[config.mk]
export PLATFORM = sky130hd
export DESIGN_NAME = pot_filter_ctrl
export DESIGN_NICKNAME = d
export VERILOG_FILES = /design/src/rtl/pot_filter_ctrl.sv
export SDC_FILE = /design/constraint.sdc
export NUM_CORES = 1
export LEC_CHECK = 0
export CAP_MARGIN = 40
export CORE_UTILIZATION = 55
export CTS_CLUSTER_DIAMETER = 120
export DETAILED_ROUTE_END_ITERATION = 16
export PLACE_DENSITY = 0.79
export SETUP_SLACK_MARGIN = 0.3
export SLEW_MARGIN = 20
export SYNTH_ARGS = -nofsm -noshare
export SYNTH_HDL_FRONTEND = slang
export SYNTH_SLANG_ARGS = --single-unit
[constraint.sdc]
create_clock -name clk -period 2.8 [get_ports clk]
set_input_delay 0.42 -clock clk [delete_from_list [all_inputs] [get_ports clk]]
set_output_delay 0.42 -clock clk [all_outputs]
set_load 0.05 [all_outputs]
[src/rtl/pot_filter_ctrl.sv]
`default_nettype none
// +-----------------------------------------------------------------------------+
// | pot_filter_ctrl: averages two pot readings and maps them to filter controls |
// | Revision: 1.0                                                               |
// +-----------------------------------------------------------------------------+
module pot_filter_ctrl #(
  parameter int POT_W    = 10,
  parameter int OUT_W    = 2,
  parameter int AVG_LOG2 = 2,
  parameter int HYST     = 8,
  parameter int CUT_MAX  = 2
) (
  input  logic             clk,
  input  logic             rst_n,
  input  logic             in_valid,
  output logic             in_ready,
  input  logic [POT_W-1:0] P0,
  input  logic [POT_W-1:0] P1,
  output logic [OUT_W-1:0] filter_sel,
  output logic [OUT_W-1:0] cutoff,
  output logic             upd
);

  localparam int S     = POT_W - OUT_W;
  localparam int AW    = POT_W + AVG_LOG2;
  localparam int CW    = POT_W + 2;
  localparam int CNT_W = (AVG_LOG2 > 0) ? AVG_LOG2 : 1;

  localparam logic [CNT_W-1:0] CNT_LAST = CNT_W'((1 << AVG_LOG2) - 1);
  localparam logic [OUT_W-1:0] CUT_LIM  = OUT_W'(CUT_MAX);

  localparam logic [1:0] ST_ACCUM  = 2'd0;
  localparam logic [1:0] ST_EVAL   = 2'd1;
  localparam logic [1:0] ST_UPDATE = 2'd2;

  logic [1:0]       state_q,  state_d;
  logic [AW-1:0]    acc0_q,   acc0_d;
  logic [AW-1:0]    acc1_q,   acc1_d;
  logic [CNT_W-1:0] cnt_q,    cnt_d;
  logic [POT_W-1:0] avg0_q,   avg0_d;
  logic [POT_W-1:0] avg1_q,   avg1_d;
  logic [OUT_W-1:0] cur0_q,   cur0_d;
  logic [OUT_W-1:0] cur1_q,   cur1_d;
  logic [OUT_W-1:0] cut_q,    cut_d;
  logic             upd_q,    upd_d;

  logic w_hs;

  // Band thresholds are widened by two bits so edge+HYST and edge-HYST never wrap.
  function automatic logic [OUT_W-1:0] hyst_band(
    input logic [POT_W-1:0] avg,
    input logic [OUT_W-1:0] cur
  );
    logic [CW-1:0]    a;
    logic [CW-1:0]    base;
    logic [CW-1:0]    up_thr;
    logic [OUT_W-1:0] q;
    logic [OUT_W-1:0] res;
    a      = CW'(avg);
    base   = CW'(cur) << S;
    up_thr = base + (CW'(1) << S) + CW'(HYST);
    q      = OUT_W'(avg >> S);
    res    = cur;
    if (q > cur) begin
      if (a >= up_thr) begin
        res = q;
      end
    end else if (q < cur) begin
      if ((base >= CW'(HYST)) && (a < (base - CW'(HYST)))) begin
        res = q;
      end
    end
    return res;
  endfunction

  assign in_ready = (state_q == ST_ACCUM);
  assign w_hs     = in_valid & in_ready;

  always_comb begin
    state_d = state_q;
    acc0_d  = acc0_q;
    acc1_d  = acc1_q;
    cnt_d   = cnt_q;
    avg0_d  = avg0_q;
    avg1_d  = avg1_q;
    case (state_q)
      ST_ACCUM: begin
        if (w_hs) begin
          acc0_d = acc0_q + AW'(P0);
          acc1_d = acc1_q + AW'(P1);
          cnt_d  = cnt_q + CNT_W'(1);
          if (cnt_q == CNT_LAST) begin
            state_d = ST_EVAL;
          end
        end
      end
      ST_EVAL: begin
        avg0_d  = POT_W'(acc0_q >> AVG_LOG2);
        avg1_d  = POT_W'(acc1_q >> AVG_LOG2);
        acc0_d  = '0;
        acc1_d  = '0;
        cnt_d   = '0;
        state_d = ST_UPDATE;
      end
      ST_UPDATE: begin
        state_d = ST_ACCUM;
      end
      default: begin
        state_d = ST_ACCUM;
      end
    endcase
  end

  // The clamp is applied after hysteresis so cur1 keeps tracking above CUT_MAX silently.
  always_comb begin
    cur0_d = cur0_q;
    cur1_d = cur1_q;
    cut_d  = cut_q;
    upd_d  = 1'b0;
    if (state_q == ST_UPDATE) begin
      cur0_d = hyst_band(avg0_q, cur0_q);
      cur1_d = hyst_band(avg1_q, cur1_q);
      cut_d  = (cur1_d > CUT_LIM) ? CUT_LIM : cur1_d;
      upd_d  = (cur0_d != cur0_q) || (cut_d != cut_q);
    end
  end

  always_ff @(posedge clk) begin
    if (!rst_n) begin
      state_q <= ST_ACCUM;
      acc0_q  <= '0;
      acc1_q  <= '0;
      cnt_q   <= '0;
      avg0_q  <= '0;
      avg1_q  <= '0;
      cur0_q  <= '0;
      cur1_q  <= '0;
      cut_q   <= '0;
      upd_q   <= 1'b0;
    end else begin
      state_q <= state_d;
      acc0_q  <= acc0_d;
      acc1_q  <= acc1_d;
      cnt_q   <= cnt_d;
      avg0_q  <= avg0_d;
      avg1_q  <= avg1_d;
      cur0_q  <= cur0_d;
      cur1_q  <= cur1_d;
      cut_q   <= cut_d;
      upd_q   <= upd_d;
    end
  end

  assign filter_sel = cur0_q;
  assign cutoff     = cut_q;
  assign upd        = upd_q;

endmodule
`default_nettype wire
==> impl_metrics.prom <==
# TYPE chip_impl_metric gauge
chip_impl_metric{name="timing.critical_path.depth",unit=""} 9
chip_impl_metric{name="part_of_the_total_power_dissipated_in_the_clock_network",unit="%"} 26.0
chip_impl_metric{name="vias",unit=""} 2519
chip_impl_info{name="end_point_of_the_critical_path",value="upd$_SDFF_PN0_"} 1
chip_impl_metric{name="worst-path-max-fanout",unit=""} 8
chip_impl_metric{name="internal_power",unit="W"} 0.00110
chip_impl_metric{name="finClkSkew",unit="ns"} 0.00481
chip_impl_metric{name="report.final.hold_viol_count",unit=""} 0
chip_impl_metric{name="power_switching_share",unit="%"} 30.1
chip_impl_metric{name="met2WireLength",unit="um"} 2880
chip_impl_metric{name="timing_limited_maximum_frequency",unit="MHz"} 422
chip_impl_info{name="yosys.area.top_type",value="sky130_fd_sc_hd__dfxtp_1"} 1
chip_impl_metric{name="finalSetupViolCount",unit=""} 0
chip_impl_metric{name="place_congestion",unit=""} 0.822
chip_impl_metric{name="areaGrowthSynthToFinish",unit="%"} 16.7
chip_impl_metric{name="antennaDiodeCount",unit=""} 0
chip_impl_metric{name="detailroute.wirelength.met3",unit="um"} 149
chip_impl_metric{name="placed_area",unit="sq mm"} 0.00332
chip_impl_metric{name="period_needed",unit="ns"} 2.37
chip_impl_metric{name="cellLeakagePower",unit="nW"} 1.36
chip_impl_metric{name="numCtsBuffers",unit=""} 5
chip_impl_metric{name="max_slew.worst_pin.slew",unit="ns"} 0.698
chip_impl_metric{name="reg2reg_path_depth",unit=""} 9
chip_impl_metric{name="ys.warnings.count",unit=""} 0
chip_impl_metric{name="fillerInstances",unit=""} 433
chip_impl_metric{name="irDropWorstVdd",unit="uV"} 318
chip_impl_metric{name="syn-mean-instance-area",unit="sq um"} 8.74
chip_impl_info{name="cp-end-kind",value="flop"} 1
chip_impl_info{name="min_delay_path_class",value="reg2reg"} 1
chip_impl_info{name="cp-startpoint",value="cur1_q[1]$_SDFFE_PN0N_"} 1
chip_impl_info{name="top_signal_layer_used",value="met4"} 1
chip_impl_metric{name="detail_route.drc_violations",unit=""} 0
chip_impl_metric{name="floorplan.die_area",unit="sq mm"} 0.00562
chip_impl_metric{name="synth_enable_flop_cells",unit=""} 0
chip_impl_metric{name="setup_ws",unit="ns"} 0.429
chip_impl_metric{name="post-cts-setup-buffer-count",unit=""} 0
chip_impl_info{name="run_status",value="complete, no violations"} 1
chip_impl_metric{name="initial_core_utilization",unit="%"} 57.3
chip_impl_metric{name="multi_input_area",unit="sq mm"} 0.00188
chip_impl_metric{name="initial_antenna_violation_count",unit=""} 0
chip_impl_metric{name="max-clock-path-buffers",unit=""} 2
chip_impl_metric{name="clock_sinks",unit=""} 49
chip_impl_metric{name="layout.nets",unit=""} 429
chip_impl_metric{name="drt.antenna.violating_nets",unit=""} 0
chip_impl_metric{name="cap_violations",unit=""} 0
chip_impl_metric{name="place.port_buffers",unit=""} 28
chip_impl_metric{name="grt_pass1_vias",unit=""} 2343
chip_impl_metric{name="synthesis.instances",unit=""} 335
chip_impl_metric{name="initialDrtViolationCount",unit=""} 109
chip_impl_info{name="cp-start-kind",value="flop"} 1
chip_impl_metric{name="crit_arrival",unit="ns"} 2.61
chip_impl_metric{name="final_max_slew_viol_count",unit=""} 0
chip_impl_metric{name="fin_tns_setup",unit="ns"} 0
chip_impl_metric{name="synth_sequential_area_ratio",unit="%"} 33.5
chip_impl_metric{name="powerDensity",unit="mW/mm^2"} 459
chip_impl_metric{name="cts_max_level",unit=""} 2
chip_impl_metric{name="postSynth.asyncResetShare",unit="%"} 0
chip_impl_info{name="synth.area.top_cells",value="sky130_fd_sc_hd__dfxtp_1 34%, sky130_fd_sc_hd__ha_1 15%, sky130_fd_sc_hd__nor2_1 5.3%"} 1
chip_impl_metric{name="r2r_slack",unit="ns"} 0.43
chip_impl_metric{name="final-seq-area",unit="sq um"} 982
chip_impl_metric{name="placementRows",unit=""} 26
chip_impl_metric{name="switching_power",unit="W"} 0.000472
chip_impl_metric{name="drive_gt1_share",unit="%"} 6.76
chip_impl_metric{name="critical_path.max_stage_delay",unit="ns"} 0.41
chip_impl_metric{name="syn_area",unit="sq mm"} 0.00293
chip_impl_info{name="path_class",value="reg2reg"} 1
chip_impl_metric{name="number_of_optimization_iterations_in_the_first_detailed_route_pass",unit=""} 4
chip_impl_info{name="endpoint_of_the_worst_slack_reg_to_reg_timing_path",value="upd$_SDFF_PN0_"} 1
chip_impl_metric{name="grt_start_max_net_pins",unit=""} 16
chip_impl_metric{name="wire_length_of_the_first_global_routing_pass",unit="um"} 10000
chip_impl_metric{name="worst_ep_required_time",unit="ns"} 3.04
chip_impl_metric{name="hpwlAfterDp",unit="um"} 4520
chip_impl_info{name="chain_of_cells_forming_the_critical_path",value="inv_1, ha_1, ha_1, a211o_1, nor3_2, a22oi_4, a2111oi_0, o31ai_1, nand3_1"} 1
chip_impl_metric{name="floorplan.die.height",unit="um"} 75.0
chip_impl_metric{name="postSynthRegisterBits",unit=""} 49
chip_impl_metric{name="later_pin_clock_latency_in_the_skew_report",unit="ns"} 0.30
chip_impl_metric{name="worst_slew_margin_rel",unit="%"} 53.4
chip_impl_metric{name="totalWireLength",unit="um"} 5870
chip_impl_info{name="synth-main-ff-cell",value="sky130_fd_sc_hd__dfxtp_1"} 1
chip_impl_info{name="unrepaired_setup_endpoints_after_global_routing",value="yes"} 1
chip_impl_metric{name="timing.final.crit_share",unit="%"} 84.7
chip_impl_metric{name="p_seq_share",unit="%"} 49.2
chip_impl_metric{name="synthesis.nets",unit=""} 395
chip_impl_metric{name="area_of_all_placed_cells_without_fillers",unit="sq mm"} 0.00342
chip_impl_metric{name="top_level_ports",unit=""} 29
chip_impl_metric{name="synth_top_cell_area_share",unit="%"} 33.5
chip_impl_metric{name="grt-ovfl-total",unit=""} 0
chip_impl_info{name="cts_tree",value="yes"} 1
chip_impl_metric{name="wl_met1",unit="um"} 2790
chip_impl_metric{name="synthDistinctLibCells",unit=""} 50
chip_impl_info{name="timing.critical_path.slowest_stage_cell",value="sky130_fd_sc_hd__dfxtp_1"} 1
chip_impl_metric{name="grt.total_usage",unit="%"} 23.1
chip_impl_info{name="cell_with_the_most_instances_on_the_worst_path",value="sky130_fd_sc_hd__ha_1"} 1
chip_impl_metric{name="fp.dieW",unit="um"} 75.0
chip_impl_info{name="critPathTopFamily",value="compound AO/OA/AOI/OAI gates"} 1
chip_impl_metric{name="power_frac_comb",unit="%"} 24.9
chip_impl_metric{name="placeableCoreArea",unit="sq mm"} 0.00511
chip_impl_metric{name="routed_wire_length_per_instance",unit="um"} 13.3
chip_impl_metric{name="clk_pin_slew",unit="ns"} 0.09
chip_impl_info{name="critical_path.reg2reg.startpoint",value="cur1_q[1]$_SDFFE_PN0N_"} 1
chip_impl_metric{name="buffers_plus_inverters_on_the_worst_setup_path",unit=""} 1
chip_impl_metric{name="place_ws",unit="ns"} 0.0939
chip_impl_info{name="clock_root_buffer",value="sky130_fd_sc_hd__clkbuf_8"} 1
chip_impl_metric{name="route.detailed.vias_per_inst",unit=""} 5.73
[cells by family (layout without fill, tap and decap cells)]
group,Yosys count,in the layout,share of synthesized area [%]
AOI/OAI and AO/OA,114,114,26.7
xor gates and xnor gates,17,17,5.09
adders and majority gates,37,37,16.3
buffers and inverters,20,55,2.65
DFF,49,49,33.5
muxes,2,2,0.684
and+or+nand+nor,96,96,15.1
[power groups by stage]
stage	Sequential (W)	Clock, W	Combinational (W)
after floorplan	0.000779	0	0.000286
after detailed placement	0.000787	0	0.000383
after global placement	0.000786	0	0.000373
after CTS	0.000771	0.000423	0.000383
after global routing	0.000777	0.000445	0.000444
final	0.000771	0.000407	0.000390
[synth_stat cells (2+ instances only)]
master                      number
sky130_fd_sc_hd__a211oi_1       11
sky130_fd_sc_hd__a21o_1          3
sky130_fd_sc_hd__a21oi_1        22
sky130_fd_sc_hd__a22o_1         12
sky130_fd_sc_hd__a22oi_1        11
sky130_fd_sc_hd__a2bb2oi_1       2
sky130_fd_sc_hd__a31oi_1         3
sky130_fd_sc_hd__and3_1          3
sky130_fd_sc_hd__buf_2           2
sky130_fd_sc_hd__clkbuf_1        6
sky130_fd_sc_hd__dfxtp_1        49
sky130_fd_sc_hd__fa_1            2
sky130_fd_sc_hd__ha_1           35
sky130_fd_sc_hd__inv_1          11
sky130_fd_sc_hd__mux2i_1         2
sky130_fd_sc_hd__nand2_1        19
sky130_fd_sc_hd__nand2b_1        4
sky130_fd_sc_hd__nand3_1         8
sky130_fd_sc_hd__nor2_1         41
sky130_fd_sc_hd__nor2b_1         5
sky130_fd_sc_hd__nor3_1          7
sky130_fd_sc_hd__nor4_1          2
sky130_fd_sc_hd__o211ai_1        2
sky130_fd_sc_hd__o21a_1          4
sky130_fd_sc_hd__o21ai_0        25
sky130_fd_sc_hd__o21ai_1         2
sky130_fd_sc_hd__o21bai_1        2
sky130_fd_sc_hd__o22ai_1         2
sky130_fd_sc_hd__o31ai_1         2
sky130_fd_sc_hd__xnor2_1         6
sky130_fd_sc_hd__xor2_1         11
[placed cells by master, fill, tap and decap left out, drive strengths merged, types with 2 or more instances in the layout]
cell type	count
a22o	12
o21bai	2
a31oi	3
nor4	2
a2bb2oi	2
a211oi	11
o211ai	2
ha	35
mux2i	2
clkbuf	5
fa	2
nor3	8
dfxtp	49
o21ai	27
clkinv	3
o31ai	3
nand3	8
a22oi	12
nor2b	5
o22ai	2
a21oi	22
nand2b	4
nor2	41
inv	11
a21o	3
clkdlybuf4s50	28
xor2	11
and3	3
nand2	19
buf	7
xnor2	6
o21a	4
[through the flow]
stage / cells / power, W / util (%) / hold slack, ns
detailed placement: 432 / 0.00117 / 64.9 / 0.465
global placement: 432 / 0.00116 / 64.9 / 0.455
CTS: 440 / 0.00158 / 66.6 / 0.477
finish: 440 / 0.00157 / 66.9 / 0.473
global route: 440 / 0.00167 / 66.9 / 0.500
floorplan: 335 / 0.00107 / - / 0.442
[how the worst min path moves through the flow]
| stage | from | cells after the start | endpoint |
|---|---|---|---|
| final | acc1_q[11]$_SDFFE_PN0P_ | 2 | acc1_q[11]$_SDFFE_PN0P_ |
| after global routing | acc1_q[11]$_SDFFE_PN0P_ | 2 | acc1_q[11]$_SDFFE_PN0P_ |
| after CTS | acc1_q[11]$_SDFFE_PN0P_ | 2 | acc1_q[11]$_SDFFE_PN0P_ |
| after detailed placement | acc1_q[11]$_SDFFE_PN0P_ | 2 | acc1_q[11]$_SDFFE_PN0P_ |
| after global placement | acc1_q[11]$_SDFFE_PN0P_ | 2 | acc1_q[11]$_SDFFE_PN0P_ |
| after floorplan | acc1_q[11]$_SDFFE_PN0P_ | 2 | acc1_q[11]$_SDFFE_PN0P_ |
[repair_timing]
action	CTS	global route
hold buffers	0	0
gates resized for setup	0	3
setup endpoints to repair	0	4
[metal layers]
| layer | GRT usage, % | vias up |
|---|---|---|
| li1 | - | 1313 |
| met1 | 28.8 | 1168 |
| met2 | 40.4 | 31 |
| met3 | 4.82 | 7 |
| met4 | 6.29 | 0 |
| met5 | 0 | - |
[sequential cells by signal, indices dropped and copies added, names as in the netlist]
register    cells
avg0_q          7
upd             1
cur1_q          2
filter_sel      2
acc0_q         12
cnt_q           2
acc1_q         12
state_q         2
avg1_q          7
cutoff          2
[tightest hold or removal path: stages, from the launching register on]
cell and delay, ns:
sky130_fd_sc_hd__dfxtp_1 0.32, sky130_fd_sc_hd__nand2_1 0.05, sky130_fd_sc_hd__mux2i_1 0.05
[area by class of cell]
class	instances	area share, %
Sequential cell	49	28.8
Clock buffer	5	2.01
Tap cell	70	2.56
Timing Repair Buffer	35	9.74
Multi-Input combinational cell	266	55.1
Clock inverter	3	0.513
Inverter	12	1.32
(Power assumes the default switching activity.)
